$ cat src/rtl/outport_handshake.sv
// -----------------------------------------------------------------------------
// outport_handshake
//
// Output-port side of the CPU handshake. The CPU pushes bytes into a small
// FIFO. The head byte is shown to an external consumer (LEDs) together with a
// valid flag. Each rising edge of the consumer's acknowledge switch pops one
// entry. The registered full flag is returned to the CPU so software can poll
// it before it writes.
//
// Ports
//   clk       system clock
//   nReset    asynchronous active-low reset
//   wr_en     CPU write strobe, one push per cycle while high
//   wr_data   byte written by the CPU
//   ack       consumer acknowledge level, asynchronous to clk
//   data_out  head-of-queue byte (registered)
//   valid     data_out holds an unconsumed byte (registered)
//   full      queue holds DEPTH entries (registered)
//   count     current occupancy (registered)
//   overflow  sticky flag: a write was dropped because the queue was full
//
// DEPTH must be a power of two and at least 2, so the pointers can wrap
// naturally.
// -----------------------------------------------------------------------------
module outport_handshake #(
    parameter int WIDTH = 8,
    parameter int DEPTH = 4
) (
    input  logic                     clk,
    input  logic                     nReset,
    input  logic                     wr_en,
    input  logic [WIDTH-1:0]         wr_data,
    input  logic                     ack,
    output logic [WIDTH-1:0]         data_out,
    output logic                     valid,
    output logic                     full,
    output logic [$clog2(DEPTH):0]   count,
    output logic                     overflow
);

    localparam int AW = $clog2(DEPTH);
    localparam int CW = AW + 1;

    logic             ack_s1_q, ack_s1_d;
    logic             ack_s_q,  ack_s_d;
    logic             ack_d_q,  ack_d_d;
    logic [AW-1:0]    wr_ptr_q, wr_ptr_d;
    logic [AW-1:0]    rd_ptr_q, rd_ptr_d;
    logic [CW-1:0]    count_q,  count_d;
    logic             full_q,   full_d;
    logic             valid_q,  valid_d;
    logic             overflow_q, overflow_d;
    logic [WIDTH-1:0] data_out_q, data_out_d;
    logic [WIDTH-1:0] mem_q [DEPTH];
    logic [WIDTH-1:0] mem_d [DEPTH];

    logic ack_rise;
    logic pop;
    logic push;
    logic drop;

    always_comb begin
        ack_s1_d = ack;
        ack_s_d  = ack_s1_q;
        ack_d_d  = ack_s_q;

        ack_rise = ack_s_q & ~ack_d_q;
        // A rise seen while the queue is empty is simply lost.
        pop      = ack_rise & (count_q != '0);
        // A write into a full queue fits only when the same cycle frees a slot.
        push     = wr_en & (~full_q | pop);
        drop     = wr_en & full_q & ~pop;

        mem_d = mem_q;
        if (push) begin
            mem_d[wr_ptr_q] = wr_data;
        end

        wr_ptr_d   = push ? wr_ptr_q + AW'(1) : wr_ptr_q;
        rd_ptr_d   = pop  ? rd_ptr_q + AW'(1) : rd_ptr_q;
        count_d    = count_q + CW'(push) - CW'(pop);
        full_d     = (count_d == CW'(DEPTH));
        valid_d    = (count_d != '0);
        overflow_d = overflow_q | drop;

        // The head is read from the post-write array, so a push into an empty
        // queue (or a push+pop at count 1) shows the new byte one cycle later.
        // With nothing left the LEDs keep showing the last byte.
        data_out_d = valid_d ? mem_d[rd_ptr_d] : data_out_q;
    end

    always_ff @(posedge clk or negedge nReset) begin
        if (!nReset) begin
            ack_s1_q   <= 1'b0;
            ack_s_q    <= 1'b0;
            ack_d_q    <= 1'b0;
            wr_ptr_q   <= '0;
            rd_ptr_q   <= '0;
            count_q    <= '0;
            full_q     <= 1'b0;
            valid_q    <= 1'b0;
            overflow_q <= 1'b0;
            data_out_q <= '0;
        end else begin
            ack_s1_q   <= ack_s1_d;
            ack_s_q    <= ack_s_d;
            ack_d_q    <= ack_d_d;
            wr_ptr_q   <= wr_ptr_d;
            rd_ptr_q   <= rd_ptr_d;
            count_q    <= count_d;
            full_q     <= full_d;
            valid_q    <= valid_d;
            overflow_q <= overflow_d;
            data_out_q <= data_out_d;
        end
    end

    // Storage is not reset: clearing the pointers and the count empties the
    // queue, and the output path never reads a slot that has not been written.
    always_ff @(posedge clk) begin
        mem_q <= mem_d;
    end

    assign data_out = data_out_q;
    assign valid    = valid_q;
    assign full     = full_q;
    assign count    = count_q;
    assign overflow = overflow_q;

endmodule

$ cat config.mk
export PLATFORM = sky130hd
export DESIGN_NAME = outport_handshake
export DESIGN_NICKNAME = d
export VERILOG_FILES = /design/src/rtl/outport_handshake.sv
export SDC_FILE = /design/constraint.sdc
export NUM_CORES = 1
export LEC_CHECK = 0
export CORE_MARGIN = 2
export CORE_UTILIZATION = 55
export DETAILED_ROUTE_END_ITERATION = 7
export HOLD_SLACK_MARGIN = 0.15
export PLACE_DENSITY = 0.82
export SETUP_SLACK_MARGIN = 0.15
export SLEW_MARGIN = 15
export SYNTH_ARGS = -nofsm -noshare
export SYNTH_HDL_FRONTEND = slang
export SYNTH_SLANG_ARGS = --single-unit
$ cat constraint.sdc
create_clock -name clk -period 3.29 [get_ports clk]
set_input_delay 0.329 -clock clk [delete_from_list [all_inputs] [get_ports clk]]
set_output_delay 0.329 -clock clk [all_outputs]
set_load 0.1 [all_outputs]
# == Word-level counts from Yosys, hierarchy flattened ==
# Cells that the tools add are included.
# totals
reg_bits,53
in_bits,12
out_inout_bits,14
word_cells,45
# classes
add_sub_neg,4
n_lt_le_gt_ge,3
n_eq_ne,1
mux,8
n_bitwise,12
reduce_logical,3
# op_table
op,n
$bwmux W32,1
$mux W32,1
$mux W8,3
$bmux W8 S2,1
$demux W8 S2,1
$ge A3 B3 Y1 const B,2
$not A2 Y3,2
$reduce_bool A3 Y1,2
$and A1 B1 Y1,5
$add A2 B1 Y2 const B,2
$add A3 B1 Y3,1
$eq A3 B3 Y1 const B,1
$lt A3 B1 Y1 const B,1
$not A1 Y1,3
$sub A3 B1 Y3,1
$mux W2,1
$or A1 B1 Y1,2
$logic_and A1 B1 Y1,1

# == Logic depth before layout (Yosys ltp) ==
# logic_depth
word_depth,10
depth_mapped,15

# == Worst setup path before layout ==
# Ideal clock, no wire load.
# synth_path
path_kind,flip-flop to flip-flop
startpoint,register count_q[1] (netlist: count[1])
endpoint,register data_out_q[2] (netlist: data_out[2])
setup_time_ps,124
t_arrival_ps,3333
required_ps,3166
slack_ps,-167
stages_incl_launch_ff,14
n_path_buf,1
period_less_slack_ps,3457
path_cell_list,dfrtp_1 > nor3_4 > o21ai_0 > nand2_1 > ha_1 > inv_1 > ha_1 > fa_1 > xnor3_2 > nor3_4 > buf_2 > a21o_4 > a211oi_1 > a211o_1
# synth_between
word_cells_on_any_way,13
classes_between,add/sub: 2; mux: 5; bitwise: 4; reduce/logical: 2
# synth_lines
item,line,rtl
start: declaration,49,"logic [CW-1:0] count_q, count_d;"
start signal: assignment,110,count_q <= count_d;
$reduce_bool A3 Y1,69,pop = ack_rise & (count_q != '0);
$and A1 B1 Y1,69,
$or A1 B1 Y1,71,push = wr_en & (~full_q | pop);
$and A1 B1 Y1,71,
$add A3 B1 Y3,81,count_d = count_q + CW'(push) - CW'(pop);
$sub A3 B1 Y3 *,81,
net count_d[2],49,
$reduce_bool A3 Y1 *,83,valid_d = (count_d != '0);
end signal: assignment,114,data_out_q <= data_out_d;
end: declaration,53,"logic [WIDTH-1:0] data_out_q, data_out_d;"
# The timed path passes the listed nets; every way through them passes the cells marked *. The select of a mux whose other input is x is not followed.
# A chain may end at the register's enable or synchronous reset.

# == Worst setup path after layout ==
# layout_path
startpoint,register count_q[0] (netlist: count[0])
endpoint,register data_out_q[6] (netlist: data_out[6])
# layout_between
word_cells_on_any_way,13
classes_between,add/sub: 2; mux: 5; bitwise: 4; reduce/logical: 2
# layout_lines
item,line,rtl
$reduce_bool A3 Y1,69,
$and A1 B1 Y1,69,
$or A1 B1 Y1,71,
$and A1 B1 Y1,71,
$add A3 B1 Y3,81,
$sub A3 B1 Y3 *,81,
net count_d[2],49,
$reduce_bool A3 Y1 *,83,
net valid_d,51,"logic valid_q, valid_d;"
# Marked as above.

==> impl_metrics.toml <==
[outcome]
status = "complete, no violations"

[clock_tree]
postCtsSetupRepairBufs = 0
cts_resized = 0
insertion_delay_ns = 0.31
cts_tree = "built"
postCtsHoldBufs = 0
cts_sinks = 53
numCtsBuffers = 5
h-tree-depth = 2
cts.clk_slew.worst_paths_ns = 0.09
cts_buffer_depth = 2
root_buffer = "clkbuf_8"

[route]
routed_wl_mm = 5.571
vias = 1907
dr.pass1.iters = 4
drtAntennaViolNets = 0
wl_per_cell_um = 17.69
drc = 0
vias_per_cell = 6.054
drt-initial-drc-count = 163

[yosys]
synth_area_leaders = "dfxtp_1, dfrtp_1, mux2i_1, a211oi_1, inv_1"
yosys.area.top_type_share = 0.2493
yosysUniqueCellTypes = 48
syn-num-nets = 247
avgSynthCellArea_um2 = 11.27
synthFlopType = "dfxtp_1"
synth-edff-count = 0
syn-instance-count = 228
yosysWarnings = 0
ys_ff_latch = 53
ys_seq_area_frac = 0.4537
synth_area_um2 = 2570
synth_top_cell_by_area = "dfxtp_1"
synth_async_sr_flop_share = 0.3962

[grt]
use_met3 = 0.04306
grt-busiest-layer = "met2"
grt_pass1_vias = 1773
use_met1 = 0.3121
met2_usage = 0.3333
globalRouteTotalUtil = 0.2213
grt_max_degree = 22
antenna_found_initial = 0
grt.overflow.total = 0
grt_pass1_wl_mm = 8.749

[sta]
finalSetupViolCount = 0
fmax_ghz = 0.3272
worst_slew_pin_slew_ns = 1.018
fin_crit_sh = 0.9289
min_period_ns = 3.056
finalHoldViolations = 0
whs_ns = 0.3560
skew_ns = 0.008381
rsz0062_at_grt = "no"
max_slew_margin = 0.3195
setup_tns_ns = 0
maxSlewViolCount = 0

[placed_design]
dp_hpwl_mm = 3.706
placed_cell_area_um2 = 2824
portBuffers = 25
place.gp.congestion = 0.8165

[floorplanning]
rows = 24
die_h_um = 72.36
die_w_um = 72.36
io_pins = 26
start_util = 0.5822
coreArea_um2 = 4414
die_area_um2 = 5235

[critical_path]
path_class = "flop to flop"
crit_chain = "nor3_4 -> o21ai_0 -> nand2_1 -> ha_1 -> inv_1 -> ha_1 -> fa_2 -> xnor3_2 -> nor3_4 -> inv_1 -> nand3_1 -> a211oi_1 -> a221o_1"
crit_required_ns = 3.49
cp_data_arrival_time_ns = 3.25
cp_slowest_stage_delay_ns = 0.46
cpMaxStageDelayCell = "dfrtp_2"
critPathMaxFanout = 6
reg2reg_slack_ns = 0.23
crit_path_end_kind = "flop"
startpoint_type = "flop"

[finish]
utilization = 0.6712
layout_common_cells = "dfxtp_1, inv_1, clkdlybuf4s50_1, dfrtp_1, buf_4"
mostFrequentLayoutCell = "dfxtp_1"
syn_to_final_growth_pct = 15.29
design_area_um2 = 2963
fillers = 344
n_antenna_cell = 0
num-nets-final = 281
drive_above_1_share = 0.1749

[flow_run]
maxCapViolations = 0

[worst_hold_path]
hold_path_class = "flop to flop"
## final cells by class
class | instances | area [µm²] | share of cell area
multi-input cells | 135 | 1176 | 0.3970
flip-flops and latches | 53 | 1174 | 0.3961
repair buffers | 40 | 360.3 | 0.1216
inverters | 27 | 101.3 | 0.03421
clock buffers | 6 | 72.57 | 0.02449
well taps | 52 | 65.06 | 0.02196
clock inverters | 2 | 13.76 | 0.004645
## routing by layer
metal | vias up | part of all wire
met5 | - | 0
met4 | 0 | 0.016
met3 | 8 | 0.067
met2 | 62 | 0.46
met1 | 927 | 0.46
li1 | 910 | -
## registers in the layout, summed over array words and instances, names as in the netlist
register / count
mem_q: 32
data_out: 8
count: 3
rd_ptr_q: 2
wr_ptr_q: 2
ack_d_d: 1
ack_d_q: 1
ack_s1_q: 1
full: 1
overflow: 1
valid: 1
## critical path, delay by kind of cell (launching register included)
| kind | cells | cell delay (ns) |
|---|---|---|
| xor gates and xnor gates | 1 | 0.28 |
| adders and majority gates | 3 | 0.69 |
| and+or+nand+nor | 4 | 0.90 |
| AOI/OAI and AO/OA | 3 | 0.48 |
| buffers and inverters | 2 | 0.13 |
| DFF | 1 | 0.46 |
## cells in the mapped netlist, types with 2 or more instances
master,n
a2111oi_0,5
a2111oi_1,9
a211o_1,8
a211oi_1,14
a211oi_4,2
a21o_1,8
a221oi_1,6
and2_1,5
buf_2,4
buf_6,6
dfrtp_1,21
dfxtp_1,32
ha_1,6
inv_1,27
mux2_1,2
mux2_2,2
mux2i_1,15
nand2_1,12
nand3_1,2
nor3_1,2
nor3_4,2
o21a_1,2
o21ai_0,10
o32ai_1,2
## logic make-up (layout without fill, tap and decap cells)
family	Yosys count	after routing	share of synthesized area
compound gates	74	74	0.2444
flops	53	53	0.4537
buf+inv	40	75	0.08958
simple gates	33	33	0.08666
mux	19	19	0.07595
fa+ha+maj	7	7	0.03700
xor+xnor	2	2	0.01266
## final timing paths
check / depth (start not counted) / from / end
setup / recovery: 13 / count[0]$_DFF_PN0_ / data_out[6]$_DFFE_PN0P_
hold / removal: 0 / ack_s1_q$_DFF_PN0_ / ack_d_d$_DFF_PN0_
setup reg to reg: 13 / count[0]$_DFF_PN0_ / data_out[6]$_DFFE_PN0P_
hold reg to reg: 0 / ack_s1_q$_DFF_PN0_ / ack_d_d$_DFF_PN0_
max in group asynchronous: 1 / nReset / full$_DFF_PN0_
min in group asynchronous: 1 / nReset / valid$_DFF_PN0_
## per-stage QoR
step / std cells / worst slack (ns)
final: 315 / 0.2341
after global routing: 315 / 0.08257
after CTS: 308 / 0.2160
after detailed placement: 300 / 0.2408
after global placement: 300 / 0.3384
after floorplan: 228 / 0.1700
Power is not shown: default switching activity piles up to over one toggle a cycle in this logic, so the estimate is an artifact.
